--- src/rtl/reg_pkg.sv ---
// Shared register-file constants and dump FSM state encoding.
// Imported by the register dump reader and its bench.
package reg_pkg;

  localparam int REG_ADDR_W   = 3;
  localparam int REG_DATA_W   = 8;
  localparam int NUM_REGS_MAX = 8;

  typedef enum logic [2:0] {
    S_IDLE,
    S_FETCH,
    S_SEND_HDR,
    S_SEND_REG,
    S_SEND_SUM,
    S_DONE
  } dump_state_e;

endpackage

--- src/rtl/reg_dump_reader.sv ---
// Snapshots the register file two registers per cycle, then streams
// a framed dump (header, registers, XOR checksum) over valid/ready.
module reg_dump_reader
  import reg_pkg::*;
#(
  parameter logic [7:0] HEADER   = 8'hA5,
  parameter int         NUM_REGS = 8
) (
  input  logic                  clk,
  input  logic                  rst,
  input  logic                  start,
  output logic [REG_ADDR_W-1:0] rd_addr1,
  output logic [REG_ADDR_W-1:0] rd_addr2,
  input  logic [REG_DATA_W-1:0] rd_data1,
  input  logic [REG_DATA_W-1:0] rd_data2,
  output logic [REG_DATA_W-1:0] out_data,
  output logic                  out_valid,
  input  logic                  out_ready,
  output logic                  busy,
  output logic                  done
);

  localparam logic [1:0] LAST_PAIR = 2'(NUM_REGS / 2 - 1);
  localparam logic [2:0] LAST_BYTE = 3'(NUM_REGS - 1);

  dump_state_e           state_q, state_d;
  logic [1:0]            pair_q, pair_d;
  logic [2:0]            idx_q, idx_d;
  logic [REG_DATA_W-1:0] sum_q, sum_d;
  logic [REG_DATA_W-1:0] snap_q [NUM_REGS_MAX];
  logic                  fetch_en;

  // State, index and checksum registers.
  always_ff @(posedge clk) begin
    if (rst) begin
      state_q <= S_IDLE;
      pair_q  <= '0;
      idx_q   <= '0;
      sum_q   <= '0;
    end else begin
      state_q <= state_d;
      pair_q  <= pair_d;
      idx_q   <= idx_d;
      sum_q   <= sum_d;
    end
  end

  // Snapshot buffer: one register pair captured per FETCH cycle.
  always_ff @(posedge clk) begin
    if (rst) begin
      for (int i = 0; i < NUM_REGS_MAX; i++) begin
        snap_q[i] <= '0;
      end
    end else if (fetch_en) begin
      snap_q[{pair_q, 1'b0}] <= rd_data1;
      snap_q[{pair_q, 1'b1}] <= rd_data2;
    end
  end

  // Next-state and output decode; outputs depend on state only,
  // so a stalled byte holds steady until accepted.
  always_comb begin
    state_d   = state_q;
    pair_d    = pair_q;
    idx_d     = idx_q;
    sum_d     = sum_q;
    fetch_en  = 1'b0;
    rd_addr1  = '0;
    rd_addr2  = '0;
    out_valid = 1'b0;
    out_data  = '0;
    busy      = 1'b1;
    done      = 1'b0;
    unique case (state_q)
      S_IDLE: begin
        busy = 1'b0;
        if (start) begin
          state_d = S_FETCH;
          pair_d  = '0;
          idx_d   = '0;
          sum_d   = '0;
        end
      end
      S_FETCH: begin
        fetch_en = 1'b1;
        rd_addr1 = {pair_q, 1'b0};
        rd_addr2 = {pair_q, 1'b1};
        sum_d    = sum_q ^ rd_data1 ^ rd_data2;
        if (pair_q == LAST_PAIR) begin
          state_d = S_SEND_HDR;
        end else begin
          pair_d = pair_q + 2'd1;
        end
      end
      S_SEND_HDR: begin
        out_valid = 1'b1;
        out_data  = HEADER;
        if (out_ready) begin
          state_d = S_SEND_REG;
          idx_d   = '0;
        end
      end
      S_SEND_REG: begin
        out_valid = 1'b1;
        out_data  = snap_q[idx_q];
        if (out_ready) begin
          if (idx_q == LAST_BYTE) begin
            state_d = S_SEND_SUM;
          end else begin
            idx_d = idx_q + 3'd1;
          end
        end
      end
      S_SEND_SUM: begin
        out_valid = 1'b1;
        out_data  = sum_q;
        if (out_ready) begin
          state_d = S_DONE;
        end
      end
      S_DONE: begin
        done    = 1'b1;
        state_d = S_IDLE;
      end
      default: begin
        state_d = S_IDLE;
      end
    endcase
  end

endmodule

--- config.mk ---
export PLATFORM = sky130hd
export DESIGN_NAME = reg_dump_reader
export DESIGN_NICKNAME = d
export VERILOG_FILES = /design/src/rtl/reg_pkg.sv /design/src/rtl/reg_dump_reader.sv
export SDC_FILE = /design/constraint.sdc
export NUM_CORES = 1
export LEC_CHECK = 0
export BUFFER_PORTS_ARGS = -buffer_cell sky130_fd_sc_hd__buf_2
export CORE_ASPECT_RATIO = 0.75
export CORE_UTILIZATION = 50
export CTS_BUF_LIST = sky130_fd_sc_hd__clkbuf_8 sky130_fd_sc_hd__clkbuf_16
export DETAILED_ROUTE_END_ITERATION = 10
export PLACE_DENSITY = 0.74
export SLEW_MARGIN = 20
export SYNTH_ARGS = -nofsm -noshare
export SYNTH_HDL_FRONTEND = slang
export SYNTH_SLANG_ARGS = --single-unit
--- constraint.sdc ---
create_clock -name clk -period 1.7 [get_ports clk]
set_clock_uncertainty 0.15 [all_clocks]
set_input_delay 0.17 -clock clk [delete_from_list [all_inputs] [get_ports clk]]
set_output_delay 0.17 -clock clk [all_outputs]
set_load 0.01 [all_outputs]
**Yosys cells after proc, flatten, opt, wreduce, memory -nomap -nowiden**

Memory sizes are Yosys's and may differ from the RTL's. A register that Yosys moved wholly into a read port is not among the register bits.
Index checks and enable logic that the tools add are counted.

- Add/subtract/negate cells: 2
- $mul: 0
- Divide/modulo/power cells: 0
- Order comparisons: 0
- Equal/unequal tests: 15
- Shift-type cells: 0
- Mux-type cells: 37
- Bitwise gates (word level): 2
- Reduce and logical (&&, ||, !) cells: 10

Operators with widths:

| cell | count |
|---|---|
| two-way mux 3 bit | 16 |
| two-way mux 8 bit | 3 |
| case mux 8 bit (3 select lines) | 1 |
| != test 2 bit, second input constant | 8 |
| case mux 8 bit (2 select lines) | 1 |
| OR reduction 8 bit | 2 |
| bitwise XOR 8 bit | 2 |
| case mux 3 bit (5 select lines) | 1 |
| two-way mux 1 bit | 11 |
| equality test 3 bit, second input constant | 3 |
| case mux 3 bit (3 select lines) | 1 |
| equality test 3 x 2 -> 1 bit, second input constant | 2 |
| AND reduction 6 bit | 1 |
| AND reduction 5 bit | 1 |
| two-way mux 2 bit | 2 |
| case mux 2 bit (2 select lines) | 1 |
| adder 3 x 1 -> 3 bit, second input constant | 1 |
| equality test 3 x 1 -> 1 bit, second input constant | 1 |
| logical NOT 3 bit | 1 |
| AND reduction 3 bit | 1 |
| nonzero test 3 bit | 1 |
| OR reduction 3 bit | 1 |
| adder 2 x 1 -> 2 bit, second input constant | 1 |
| equality test 2 bit, second input constant | 1 |
| 2 further kinds | 2 |

- Register bits after elaboration: 16
- Latch bits: 0
- RAM bits: 64
- Bits in read-only memories: 0
- Bits of input ports: 20
- Output and inout bits: 17
- Logic and storage cells: 71
- Memories: 1

Memories:

| memory | depth | bits a word | read ports | clocked after memory_dff | write ports | line | text |
|---|---|---|---|---|---|---|---|
| snap_q | 8 | 8 | 1 | 1 | 8 | reg_dump_reader.sv:30 | `logic [REG_DATA_W-1:0] snap_q [NUM_REGS_MAX];` |

**Logic depth before layout (Yosys ltp)**

Gate-level depths: netlist (run 1).

- Word-level depth: 7
- Gate-level depth with buffers: 6

**Worst setup path after synthesis (run 1)**

No wires, ideal clock.

- Kind: register to register
- From: register pair_q[0]
- To: memory snap_q[0][0] (enable)
- Library setup time: 291 ps
- Data arrival time: 1,228 ps
- Data required time: 1,259 ps
- Path slack: 31 ps
- Stages on the path, launching flop included: 5
- Path buffers: 0
- Cell sequence: dfxtp_1 > inv_1 > ha_1 > and3b_1 > or2_2

RTL lines:

| item | line | text |
|---|---|---|
| from (decl) | reg_dump_reader.sv:27 | `logic [1:0] pair_q, pair_d;` |
| from (signal assigned) | reg_dump_reader.sv:42 | `pair_q <= pair_d;` |
| to (decl) | reg_dump_reader.sv:30 |  |

==> flow_summary.yaml, run 1 <==
synth:
  synth_top_area_frac: 0.451
  async_flop_share: 0
  syn-num-nets: 364
  ys_top_cells_by_area: "edfxtp_1 (45%), and2_1 (9.8%), dfxtp_1 (8.9%), mux4_2 (4.2%), mux2i_1 (3.3%)"
  synth_cell_types: 45
  ys.flop_type: "edfxtp_1"
  avgSynthCellArea_sq_um: 12.6
  yosysWarnings: 0
  ys_seq_elements: 83
  synthCells: 338
  ys_seq_area_frac: 0.541
  yosysTopAreaCell: "edfxtp_1"
  synth_edf_count: 64
  syn_area_sq_um: 4260
  synth.most_common_cell: "and2_1"
  ys_top_cells_by_count: "and2_1 (67), edfxtp_1 (64), dfxtp_1 (19)"
clock_tree:
  clkTransAtPathRegs_ps: 60
  clk_latency_ps: 340
  cts_root_buffer: "clkbuf_16"
  cts_tree: "yes"
  cts_buffers: 9
  cts.sinks: 83
  htree_levels: 3
  clock_path_buffers: 2
power:
  switchingPower_mw: 1.03
  power.share.combinational: 0.099
  p_int_mw: 3.80
  powerDensity_nw_per_um2: 844
  power.total_mw: 4.84
  seqPwrFrac: 0.479
  p_clk_frac: 0.423
  irDropWorstVdd_uv: 783
  switching_share: 0.214
  leakagePower_nw: 2.29
place:
  port-buffer-count: 35
  dpl.hpwl_um: 6340
  dp.cells: 487
  globalplace.congestion: 0.814
route:
  antenna_left: 0
  route.met2.wl_um: 5300
  avgViaCountPerCell: 5.69
  firstDrtPassIters: 4
  drc_errors: 0
  routed_wirelength_um: 10700
  drt_iter0_drc: 178
  wl_met1_um: 4470
  highest_layer: "met4"
  wl_per_cell_um: 20.1
  wl_met3_um: 819
  vias: 3022
layout:
  diodes: 0
  drive_gt1_frac: 0.446
  final_util: 0.711
  syn_to_final_growth_pct: 34.6
  layout.cells.non_filler: 531
  nNetsFinal: 447
  n_fill_cell: 540
timing:
  slew_violations: 0
  fmax_ghz: 0.471
  period_needed_ps: 2120
  setup_viol: 109
  hold_ws_ps: 29.9
  fin_tns_setup_ps: -14720
  fin_crit_sh: 1.25
  timing.final.hold_violations: 0
  grt_setup_unrepaired: "yes"
  setup_slack_ps: -424
grt:
  grt_start_max_net_pins: 25
  grt_pass1_vias: 3043
  antenna_found_initial: 0
  grt_pass1_wl_um: 15500
  track_usage: 0.244
  grt_overflow_total: 0
floorplan:
  die_area_sq_um: 8890
  io_pins: 37
  row_count: 28
  core_area_sq_um: 8060
  start_util: 0.528
  die_y_um: 81.9
  chipWidth_um: 109
critical_path:
  required_ps: 1380
  critPathCaptureType: "primary output"
  path_max_fanout: 2
  startpoint_type: "flop"
  cpPeakStageDelay_ps: 500
  crit_slowest_cell: "mux4_2"
  crit_chain: "buf_4 > mux4_2 > nand2b_4 > a31o_1 > buf_2"
  r2r_setup_slack_ps: -220
  worst-setup-path-type: "reg2out"
  worstPathArrival_ps: 1800
job:
  cap_violations: 0
hold_path:
  hold_class: "in2reg"
status:
  status: "complete, but fails checks"
  failed_checks: "setup timing"
cell type report:
class / count / area [sq um] / share of cell area
multi-input cells: 227 / 1990 / 0.347
well taps: 105 / 131 / 0.0229
flip-flops and latches: 83 / 2320 / 0.405
inverters: 3 / 11.3 / 0.00197
clock inverters: 2 / 12.5 / 0.00218
clock buffers: 14 / 317 / 0.0553
repair buffers: 97 / 951 / 0.166
cell usage in the layout, fill, tap and decap left out, types with 5 or more instances in the layout:
cell type  instances
nand2b_1           6
or4b_1             5
buf_12             9
mux2i_1           14
buf_4             24
a21oi_1           16
dfxtp_1           11
xor2_1             8
nor2_1             8
mux2_2             7
buf_2             29
nand3_1            5
and2_4            20
edfxtp_1          64
nand2_1            8
clkbuf_16         13
and2_1            47
and3b_2            5
dfxtp_2            5
mux4_2             8
buf_6             30
stage by stage:
stage | cell area [sq um] | setup slack [ps]
2_1_floorplan | 4260 | 31.0
3_3_place_gp | 4750 | -97.8
3_5_place_dp | 4750 | -116
4_1_cts | 5440 | -440
5_1_grt | 5730 | -485
6_report | 5730 | -424
flip-flops by register name, indices dropped and copies added, names as in the netlist, named ones only:
register / flops
idx_q: 3
snap_q: 64
sum_q: 8
state_q: 3
pair_q: 2
power by group through the flow:
stage               clock, mW  sequential (mW)  combinational (mW)
finish                   2.05             2.32               0.477
global route             2.16             2.32               0.508
CTS                      2.08             2.31               0.405
detailed placement          0             2.36               0.346
global placement            0             2.35               0.335
floorplan                   0             2.34               0.202
final timing paths:
kind,from,cells after the start,endpoint
worst max-delay path,flop,5,out_data[7]
worst min-delay path,rd_data1[3],2,snap_q[6][3]
worst max register to register,state_q[1],7,snap_q[2][3]
worst min register to register,sum_q[7],1,sum_q[7]
cell families after synthesis:
kind of cell	after synthesis	synth area share
compound gates	46	0.0782
xor+xnor	8	0.0165
fa+ha+maj	6	0.0176
buf+inv	28	0.0417
flops	83	0.541
mux	30	0.0964
other cells	1	0.000881
simple gates	136	0.208
repair_timing:
action / CTS / global route
gates resized for setup: 45 / 67
pin swaps: 11 / 34
buffers inserted: 16 / 9
hold buffers: 0 / 0
setup endpoints to repair: 85 / 159
gates cloned: 2 / 5
routing by layer:
metal / GRT usage / vias up
met3: 0.0754 / 9
met5: 0 / -
li1: - / 1416
met2: 0.403 / 97
met1: 0.311 / 1500
met4: 0.0716 / 0
critical path, delay by kind of cell, from the launching register on:
family,cells,cell delay (ps)
mux,1,500
simple gates,1,150
buf+inv,2,260
compound gates,1,190
flops,1,350
(Power assumes the default switching activity.)
==> inputs of run 2 (changes only) <==
--- a/config.mk
+++ b/config.mk
@@ -5,12 +5,13 @@
 export SDC_FILE = /design/constraint.sdc
 export NUM_CORES = 1
 export LEC_CHECK = 0
-export BUFFER_PORTS_ARGS = -buffer_cell sky130_fd_sc_hd__buf_2
+export BUFFER_PORTS_ARGS = -buffer_cell sky130_fd_sc_hd__buf_4
 export CORE_ASPECT_RATIO = 0.75
 export CORE_UTILIZATION = 50
 export CTS_BUF_LIST = sky130_fd_sc_hd__clkbuf_8 sky130_fd_sc_hd__clkbuf_16
 export DETAILED_ROUTE_END_ITERATION = 10
 export PLACE_DENSITY = 0.74
+export RECOVER_POWER = 25
 export SLEW_MARGIN = 20
 export SYNTH_ARGS = -nofsm -noshare
 export SYNTH_HDL_FRONTEND = slang
==> run 2 against run 1 <==
Compared with the run above:
- the run still ends with setup timing left
- clock power grew 10%
- register-to-register slack lost 60 ps
- worst setup slack gained 3.2 ps
- count of clock-buffer cells in the layout shrank 5
- first-iteration DRC count shrank 0.56%
- core utilization grew 0.28 points
- non-clock buffer count is the same
- critical path type unchanged
- largest power group unchanged
- highest routed layer unchanged
==> flow_summary.yaml, run 2 (synthesis results as in run 1) <==
timing:
  setup_slack_ps: -420
  fmax_ghz: 0.472
  grt_setup_unrepaired: "yes"
  period_needed_ps: 2120
  setup_viol: 122
  hold_ws_ps: 3.20
  slew_violations: 0
  fin_crit_sh: 1.25
  fin_tns_setup_ps: -17530
  timing.final.hold_violations: 0
critical_path:
  reg2reg_from: "state_q[2]"
  worst-setup-path-type: "reg2out"
  cp.depth: 5
  startpoint_type: "flop"
  path_max_fanout: 6
  worstSetupEndpoint: "out_data[0]"
  critPathCaptureType: "primary output"
  cpPeakStageDelay_ps: 490
  required_ps: 1380
  r2r-end: "snap_q[7][3]"
  cp_top_family: "multiplexers"
  reg2reg_depth: 6
  crit_chain: "buf_12 > mux4_2 > nand2b_4 > a31o_1 > buf_6"
  crit_slowest_cell: "mux4_2"
  worstPathArrival_ps: 1800
  r2r_setup_slack_ps: -280
  cp_num_buf_inv: 2
route:
  wl_per_cell_um: 20.2
  drt_iter0_drc: 177
  routed_wirelength_um: 10700
  avgViaCountPerCell: 5.76
  antenna_left: 0
  drc_errors: 0
  firstDrtPassIters: 4
  vias: 3058
layout:
  drive_gt1_frac: 0.392
  final_cell_mix: "edfxtp_1 (64), and2_1 (61), buf_4 (53)"
  nNetsFinal: 447
  finish.instance_area_sq_um: 5750
  layout_commonest_cell: "edfxtp_1"
  largest_reg_flops: 64
  syn_to_final_growth_pct: 35.1
  top_regs: "snap_q: 64 flops, sum_q: 8 flops"
  largest_register: "snap_q"
  diodes: 0
place:
  dpl.hpwl_um: 6390
  dp_slack_ps: -134
  globalplace.congestion: 0.782
  placed_area_sq_um: 4870
  port-buffer-count: 35
floorplan:
  row_count: 28
  io_pins: 37
  chipWidth_um: 109
  die_y_um: 81.9
  die_area_sq_um: 8890
  start_util: 0.528
  core_area_sq_um: 8060
hold_path:
  hold_class: "in2reg"
clock_tree:
  clk_latency_ps: 330
  cts.sinks: 83
  cts_root_buffer: "clkbuf_16"
  htree_levels: 3
  clkTransAtPathRegs_ps: 60
  cts_tree: "yes"
  clock_path_buffers: 2
  cts_buffers: 9
grt:
  antenna_found_initial: 0
  grt_overflow_total: 0
  grt_pass1_wl_um: 15100
  track_usage: 0.233
  grt_pass1_vias: 2947
  grt_start_max_net_pins: 21
job:
  cap_violations: 0
status:
  status: "complete, but fails checks"
  failed_checks: "setup timing"
power:
  power.total_mw: 5.05
  p_int_mw: 3.97
  seqPwrFrac: 0.459
  irDropWorstVdd_uv: 606
  p_clk_frac: 0.447
  leakagePower_nw: 2.27
  switchingPower_mw: 1.08
  switching_share: 0.215
  power.share.combinational: 0.094
  powerDensity_nw_per_um2: 878
==> run 2: cell count changes in the layout (fill, tap and decap cells not counted), sizes merged <==
cell / before / now
buf: 95 / 92
clkbuf: 16 / 12
bufinv: 0 / 3
dlygate4sd3: 0 / 2
clkinvlp: 0 / 1
inv: 4 / 5
==> run 2: metrics by stage <==
step / instances / util
after floorplan: 338 / -
after global placement: 490 / 0.605
after detailed placement: 490 / 0.605
after CTS: 519 / 0.681
after global routing: 531 / 0.714
final: 531 / 0.714
==> run 2: what timing repair did <==
action / 4_1_cts / 5_1_grt
resized for setup: 34 / 47
hold endpoints to repair: 5 / 0
hold buffers: 2 / 0
pin swaps: 3 / 16
cloned: 1 / 4
setup buffers: 10 / 13
setup endpoints to repair: 34 / 110
==> run 2: how the worst min path moves through the flow <==
stage	from	endpoint	cells past startpoint
after floorplan	out_ready	state_q[2]	2
after global placement	rst	sum_q[6]	2
after detailed placement	rst	sum_q[4]	2
after CTS	rd_data2[4]	snap_q[3][4]	2
after global routing	rd_data2[6]	snap_q[3][6]	2
final	rd_data2[4]	snap_q[1][4]	2
==> run 2: cell type report <==
class,count,area (sq um)
repair buffers,97,1030
clock buffers,9,225
well taps,105,131
clock inverters,7,124
inverters,3,11.3
fillers,550,2310
multi-input cells,227,1920
flip-flops and latches,83,2310
==> run 2: metal layers <==
layer | vias to the layer above | part of all wire | GRT usage
li1 | 1421 | - | -
met1 | 1536 | 0.43 | 0.297
met2 | 82 | 0.50 | 0.406
met3 | 19 | 0.048 | 0.0437
met4 | 0 | 0.019 | 0.0716
met5 | - | 0 | 0
==> run 2: power groups by stage <==
stage / Sequential (mW) / Combinational (mW) / Clock [mW]
3_3_place_gp: 2.35 / 0.361 / 0
3_5_place_dp: 2.36 / 0.375 / 0
5_1_grt: 2.32 / 0.501 / 2.37
6_report: 2.32 / 0.473 / 2.26
2_1_floorplan: 2.34 / 0.202 / 0
4_1_cts: 2.31 / 0.421 / 2.28
